--- src/rtl/fetch_stage.sv ---
// RV32 fetch stage: PC register, imem request/wait handling, one-entry skid for stalled responses, IF/ID register.
// One instruction per cycle; result visible after the accepting edge. FETCH_PERF_CNT_EN adds fetch/stall counters.
module fetch_stage #(
  parameter logic [31:0] RESET_PC  = 32'h0000_0000,
  parameter logic [31:0] NOP_INSTR = 32'h0000_0013
) (
  input  logic        clk,
  input  logic        rst,
  input  logic        stall_f,
  input  logic        flush_d,
  input  logic        pc_src_e,
  input  logic [31:0] pc_target_e,
  output logic        imem_req,
  output logic [31:0] imem_addr,
  input  logic        imem_ready,
  input  logic [31:0] imem_rdata,
  output logic [31:0] pc_f,
  output logic [31:0] instr_d,
  output logic [31:0] pc_d,
  output logic [31:0] pc_plus4_d,
  output logic        valid_d
`ifdef FETCH_PERF_CNT_EN
  ,
  output logic [31:0] fetch_count,
  output logic [31:0] stall_count
`endif
);

  localparam logic [1:0] ST_BOOT = 2'd0;
  localparam logic [1:0] ST_REQ  = 2'd1;
  localparam logic [1:0] ST_HOLD = 2'd2;

  logic [1:0]  state_q, state_d;
  logic [31:0] pc_f_q, pc_f_d;
  logic [31:0] id_instr_q, id_instr_d;
  logic [31:0] id_pc_q, id_pc_d;
  logic [31:0] id_pc4_q, id_pc4_d;
  logic        id_valid_q, id_valid_d;
  logic [31:0] skid_q, skid_d;
  logic [31:0] pc_plus4;

  assign pc_plus4 = pc_f_q + 32'd4;

  always_comb begin
    state_d    = state_q;
    pc_f_d     = pc_f_q;
    id_instr_d = id_instr_q;
    id_pc_d    = id_pc_q;
    id_pc4_d   = id_pc4_q;
    id_valid_d = id_valid_q;
    skid_d     = skid_q;
    if (pc_src_e) begin
      // Whatever memory returns this cycle belongs to the wrong path.
      pc_f_d     = pc_target_e & ~32'd3;
      id_instr_d = NOP_INSTR;
      id_valid_d = 1'b0;
      skid_d     = '0;
      state_d    = ST_REQ;
    end else if (flush_d) begin
      // PC holds so the dropped word is fetched again.
      id_instr_d = NOP_INSTR;
      id_valid_d = 1'b0;
      skid_d     = '0;
      state_d    = ST_REQ;
    end else begin
      case (state_q)
        ST_BOOT: state_d = ST_REQ;
        ST_REQ: begin
          if (imem_ready && !stall_f) begin
            id_instr_d = imem_rdata;
            id_pc_d    = pc_f_q;
            id_pc4_d   = pc_plus4;
            id_valid_d = 1'b1;
            pc_f_d     = pc_plus4;
          end else if (imem_ready) begin
            skid_d  = imem_rdata;
            state_d = ST_HOLD;
          end else if (!stall_f) begin
            id_instr_d = NOP_INSTR;
            id_valid_d = 1'b0;
          end
        end
        ST_HOLD: begin
          if (!stall_f) begin
            id_instr_d = skid_q;
            id_pc_d    = pc_f_q;
            id_pc4_d   = pc_plus4;
            id_valid_d = 1'b1;
            pc_f_d     = pc_plus4;
            state_d    = ST_REQ;
          end
        end
        default: state_d = ST_BOOT;
      endcase
    end
  end

  always_ff @(posedge clk or negedge rst) begin
    if (!rst) begin
      state_q    <= ST_BOOT;
      pc_f_q     <= RESET_PC & ~32'd3;
      id_instr_q <= NOP_INSTR;
      id_pc_q    <= '0;
      id_pc4_q   <= '0;
      id_valid_q <= 1'b0;
      skid_q     <= '0;
    end else begin
      state_q    <= state_d;
      pc_f_q     <= pc_f_d;
      id_instr_q <= id_instr_d;
      id_pc_q    <= id_pc_d;
      id_pc4_q   <= id_pc4_d;
      id_valid_q <= id_valid_d;
      skid_q     <= skid_d;
    end
  end

  assign imem_req   = (state_q == ST_REQ);
  assign imem_addr  = pc_f_q;
  assign pc_f       = pc_f_q;
  assign instr_d    = id_instr_q;
  assign pc_d       = id_pc_q;
  assign pc_plus4_d = id_pc4_q;
  assign valid_d    = id_valid_q;

`ifdef FETCH_PERF_CNT_EN
  logic [31:0] fetch_cnt_q, fetch_cnt_d;
  logic [31:0] stall_cnt_q, stall_cnt_d;
  logic        fetch_evt, stall_evt;

  assign fetch_evt = !pc_src_e && !flush_d && !stall_f &&
                     (((state_q == ST_REQ) && imem_ready) || (state_q == ST_HOLD));
  assign stall_evt = (state_q == ST_HOLD) || ((state_q == ST_REQ) && !imem_ready && !pc_src_e);

  always_comb begin
    fetch_cnt_d = fetch_cnt_q + {31'd0, fetch_evt};
    stall_cnt_d = stall_cnt_q + {31'd0, stall_evt};
  end

  always_ff @(posedge clk or negedge rst) begin
    if (!rst) begin
      fetch_cnt_q <= '0;
      stall_cnt_q <= '0;
    end else begin
      fetch_cnt_q <= fetch_cnt_d;
      stall_cnt_q <= stall_cnt_d;
    end
  end

  assign fetch_count = fetch_cnt_q;
  assign stall_count = stall_cnt_q;
`endif

endmodule

--- config.mk ---
export PLATFORM = sky130hd
export DESIGN_NAME = fetch_stage
export DESIGN_NICKNAME = d
export VERILOG_FILES = /design/src/rtl/fetch_stage.sv
export SDC_FILE = /design/constraint.sdc
export NUM_CORES = 1
export LEC_CHECK = 0
export BUFFER_PORTS_ARGS = -buffer_cell sky130_fd_sc_hd__buf_2
export CORE_MARGIN = 10
export CORE_UTILIZATION = 35
export CTS_CLUSTER_DIAMETER = 200
export DETAILED_ROUTE_END_ITERATION = 6
export HOLD_SLACK_MARGIN = 0.12
export MAX_ROUTING_LAYER = met4
export SYNTH_ARGS = -nofsm -noshare
export SYNTH_HDL_FRONTEND = slang
export SYNTH_SLANG_ARGS = --single-unit
--- constraint.sdc ---
create_clock -name clk -period 5.9 [get_ports clk]
set_clock_uncertainty 0.2 [all_clocks]
set_input_delay 0.59 -clock clk [delete_from_list [all_inputs] [get_ports clk]]
set_output_delay 0.59 -clock clk [all_outputs]
set_load 0.02 [all_outputs]
* Yosys cells after proc, flatten, opt, wreduce, memory -nomap -nowiden
Cells that the tools add are included.
** Cells by class
- Add/sub/neg operators :: 1
- Equality and inequality tests :: 13
- Mux-type cells :: 33
- Bitwise logic cells :: 2
- Reductions and logical operators :: 13
** Operators by type and width (count)
- $mux 32 :: 17
- $pmux 32 s2 :: 3
- $add 32x3->32 const B :: 1
- $mux 2 :: 5
- $ne 5x4->1 const B :: 2
- $reduce_bool 3->1 :: 3
- $ne 4x4->1 const B :: 2
- $reduce_and 4->1 :: 2
- $mux 1 :: 6
- $ne 3x3->1 const B :: 2
- $pmux 2 s3 :: 1
- $reduce_and 3->1 :: 2
- $reduce_and 5->1 :: 1
- $ne 2x1->1 const B :: 2
- $ne 4x3->1 const B :: 1
- $reduce_bool 4->1 :: 1
- $ne 3x2->1 const B :: 1
- $eq 2x1->1 const B :: 1
- $eq 2x2->1 const B :: 1
- $logic_not 2->1 :: 1
- $ne 2x2->1 const B :: 1
- $not 1->1 :: 2
- $pmux 1 s2 :: 1
- $reduce_bool 2->1 :: 1
- 2 further kinds :: 2
** Storage, ports and cells
- Flip-flop bits (word level) :: 163
- Logic and storage cells :: 69

* Depth between registers and ports, before layout
- Depth after elaboration :: 6
- Mapped depth :: 9

* Worst setup path after synthesis
No wires, ideal clock.
- Path type :: register to register
- From :: register state_q[1]
- To :: register pc_f_q[29], in the netlist imem_addr[29]
- Setup time :: 0.082 ns
- Arrival time :: 2.218 ns
- Data required time :: 5.618 ns
- Setup slack :: 3.400 ns
- Stages on the path, launching flop included :: 9
- Clock period less this slack :: 2.500 ns
- Cell sequence :: dfrtp_1 > inv_1 > ha_1 > o21bai_1 > or3_1 > buf_2 > clkbuf_1 > or4_1 > a31oi_1
** On the way
- Cells in the longest elaborated chain, start to end :: 4
- Elaborated cells on any way between the ends :: 9
- Those cells by class :: eq/ne: 4; mux: 3; reduce/logical: 2
** Ends and longest elaborated chain
- from (decl) :: RTL line 33 : logic [1:0] state_q, state_d;
- from (signal assigned) :: RTL line 108 : state_q <= state_d;
- $eq 2x1->1 *
- named net imem_req :: RTL line 13 : output logic imem_req,
- $pmux 32 s2 :: RTL line 66 : case (state_q)
- $mux 32 :: RTL line 59 : end else if (flush_d) begin
- $mux 32 :: RTL line 52 : if (pc_src_e) begin
- to (signal assigned) :: RTL line 101 : pc_f_q <= RESET_PC & ~32'd3;
- to (signal assigned) :: RTL line 109 : pc_f_q <= pc_f_d;
- to (decl) :: RTL line 34 : logic [31:0] pc_f_q, pc_f_d;
Mark *: on every way through the listed nets, which the timed path passes. The rest lies on a longest branch. The select of a mux whose other input is x is not followed.
A chain may end at the register's enable or synchronous reset.

* Worst setup path in the final report
- From :: register state_q[0]
- To :: register pc_f_q[31], in the netlist imem_addr[31]
** On the way
- Cells in the longest elaborated chain, start to end :: 4
- Elaborated cells on any way between the ends :: 9
- Those cells by class :: eq/ne: 4; mux: 3; reduce/logical: 2
** Ends and longest elaborated chain (RTL line)
- $eq 2x2->1 or $eq 2x1->1 (tied branches) :: 66
- $pmux 32 s2 :: 66
- $mux 32 :: 59
- $mux 32 :: 52
Parallel ways exist; a longest one is shown, timed or not. The select of a mux whose other input is x is not followed.

==> flow_metrics.tcl <==
set metrics [dict create \
    yosysMostFrequentCell "nand2_1" \
    grt_pass1_wl_um 38000 \
    hold_depth 3 \
    max_cap_violations 0 \
    power.density_mw_per_mm2 357 \
    layoutNonFillerInstCount 1311 \
    crit_required_ns 6.05 \
    synth_cell_types 50 \
    yosys-top-cells-count "nand2_1, dfrtp_1, nor2_1" \
    cp-start-kind "flip-flop" \
    wire_per_inst_um 18.2 \
    arrival_ns 3.10 \
    cts_buffers 17 \
    netlist_area_mm2 0.00772 \
    die-area_mm2 0.0284 \
    portBuffers 221 \
    die_w_um 169 \
    area_growth_pct 21.4 \
    tns_ns 0 \
    cp_slowest_cell "or4_1" \
    synth_top_family_by_area "simple AND/OR/NAND/NOR gates" \
    vias 6749 \
    n_antenna_cell 0 \
    drtIter0Drc 452 \
    setup_viol 0 \
    criticalPathCategory "reg -> reg" \
    post_cts_buffers 0 \
    rr_worst_depth 7 \
    cts-root-buf "clkbuf_16" \
    start_util_pct 35.5 \
    synthArstFlopShare_pct 100 \
    yosys.area_share.adder_pct 0.973 \
    nets 1094 \
    outcome "finished clean" \
    synth_warnings 0 \
    die_y_um 169 \
    core_region_area_mm2 0.0218 \
    max-vdd-ir-drop_uv 157 \
    max_stage_delay_ns 0.55 \
    cts_max_path_buffers 2 \
    grt_pass1_vias 6643 \
    final-hold-violation-count 0 \
    place_inst 1278 \
    holdPathEnd "imem_addr[13]" \
    path_delay_family "simple AND/OR/NAND/NOR gates" \
    finalPower_mw 3.35 \
    multi_input_area_mm2 0.00325 \
    synth_seq_cells 157 \
    path_clk_slew_ns 0.07 \
    synthMuxAreaShare_pct 0.924 \
    worstHoldPathType "in -> reg" \
    syn_area_per_cell_um2 8.90 \
    synth_compound_area_share_pct 13.9 \
    crit_buf_inv 2 \
    r2r_start "state_q[0]" \
    layout-drive-gt1-share_pct 26.8 \
    drtAntennaViolNets 0 \
    fill_cells 2213 \
    worst_slew_pin_slew_ns 1.15 \
    wirelength_um 23900 \
    regArea_mm2 0.00393 \
    post-route-period-util_pct 49.9 \
    max_slew_margin_pct 23.2 \
    syn_inst 867 \
    antenna_found_initial 0 \
    viasPerCell 5.15 \
    row_count 54 \
    synth_top_area_cell "dfrtp_1" \
    holdCritStartpoint "pc_target_e[13]" \
    synth_edf_count 0 \
    synth_ff_type "dfrtp_1" \
    cts_tree "built" \
    synth-xor-area-share_pct 2.04 \
    post-route-min-period_ns 2.94 \
    track_usage_pct 16.9 \
    r2r_slack_ns 2.96 \
    yosys.area_share.simple_pct 23.7 \
    timing.fmax_ghz 0.340 \
    path_cells "inv_1 -> ha_1 -> o21bai_1 -> or3_1 -> buf_4 -> or4_1 -> a31oi_1" \
    post-dp-hpwl_um 16500 \
    synthTopCellsByArea "dfrtp_1, nand2_1, nor2_1, buf_4, a221oi_1" \
    p_leak_nw 4.39 \
    gp_congestion 0.786 \
    synth.top_cell.area_share_pct 49.9 \
    grt_overflow 0 \
    cp_max_fo 46 \
    io_pins 232 \
    grt_max_degree 66 \
    htree_levels 4 \
    dr.pass1.iters 5 \
    clk_latency_ns 0.43 \
    cts.sinks 157 \
    timing.rr.end "imem_addr[31]" \
    rsz0062_at_grt "no" \
    finalMaxSlewViolations 0 \
    end_kind "flip-flop" \
    ys_seq_area_share_pct 50.9 \
    drc 0 \
]
power breakdown:
part | switching [mW] | internal (mW)
clock network | 0.491 | 0.687
registers | 0.134 | 1.24
logic | 0.535 | 0.258
state kept, by name, summed over array words and instances, names as in the netlist:
register    flops
instr_d        32
valid_d         1
imem_addr      30
pc_d           30
skid_q         32
pc_plus4_d     30
state_q         2
area by class of cell:
| type | instances | share of cell area, % |
|---|---|---|
| multi-input cells | 606 | 34.7 |
| clock inverters | 14 | 1.98 |
| clock buffers | 18 | 4.69 |
| well taps | 280 | 3.74 |
| repair buffers | 232 | 12.8 |
| flip-flops and latches | 157 | 42.0 |
| inverters | 4 | 0.160 |
cells in the final DEF, fill, tap and decap left out, types with 6 or more instances in the layout:
| master | netlist | final |
|---|---|---|
| xnor2_1 | 11 | 11 |
| dfrtp_1 | 154 | 154 |
| buf_2 | 10 | 220 |
| a31oi_1 | 29 | 29 |
| and4_1 | 7 | 7 |
| clkbuf_16 | 0 | 17 |
| conb_1 | 1 | 8 |
| nand3_1 | 20 | 20 |
| xor2_1 | 7 | 7 |
| or4_1 | 23 | 23 |
| a21oi_1 | 40 | 39 |
| nor2_1 | 95 | 94 |
| a221oi_1 | 28 | 28 |
| o21ai_0 | 40 | 40 |
| nand2_1 | 189 | 189 |
| ha_1 | 6 | 6 |
| or3_1 | 17 | 17 |
| buf_4 | 40 | 10 |
| mux2i_1 | 6 | 6 |
| o31ai_1 | 17 | 17 |
| nand4_1 | 18 | 18 |
worst reg2reg max path: cells and delay by family (launching register included):
kind | cells | cell delay, ns
buffers and inverters | 2 | 0.37
DFF | 1 | 0.42
AOI/OAI and AO/OA | 2 | 0.45
adders and majority gates | 1 | 0.52
and+or+nand+nor | 2 | 0.92
kinds of logic (layout without fill, tap and decap cells):
family                   count (synthesis)  count (layout)
other                                    1               8
AND/OR/NAND/NOR                        398             398
multiplexers                             7               7
adder cells (fa/ha/maj)                  6               6
buffers and inverters                  111             268
AO/OA/AOI/OAI                          169             169
XOR/XNOR                                18              18
flip-flops                             157             157
how the worst max path moves through the flow:
stage	startpoint	end	depth (start not counted)
floorplan	state_q[1]	imem_addr[29]	8
global placement	pc_src_e	instr_d[0]	5
detailed placement	pc_src_e	instr_d[15]	5
CTS	state_q[0]	imem_addr[31]	7
global route	state_q[0]	imem_addr[27]	7
finish	state_q[0]	imem_addr[31]	7
repair_timing:
item,4_1_cts,5_1_grt
setup endpoints to repair,0,0
hold endpoints to repair,37,0
resized for setup,0,0
hold buffers,1,0
through the flow:
| stage | util (%) | cell area [µm²] | setup slack, ns | hold slack [ns] |
|---|---|---|---|---|
| 4_1_cts | 43.1 | 9370 | 2.93 | 0.148 |
| 6_report | 43.1 | 9370 | 2.96 | 0.160 |
| 2_1_floorplan | - | 7740 | 3.40 | 0.0944 |
| 3_3_place_gp | 40.1 | 8730 | 2.59 | 0.255 |
| 5_1_grt | 43.1 | 9370 | 2.68 | 0.160 |
| 3_5_place_dp | 40.1 | 8730 | 2.58 | 0.258 |
layer usage:
layer	GRT usage [%]	vias to the layer above	share of wire (%)
met5	-	-	0
li1	-	3283	-
met3	4.08	14	6.0
met4	4.28	0	1.0
met1	22.4	3240	47
met2	25.7	212	46
No activity file was read; power rests on OpenSTA's default activity.
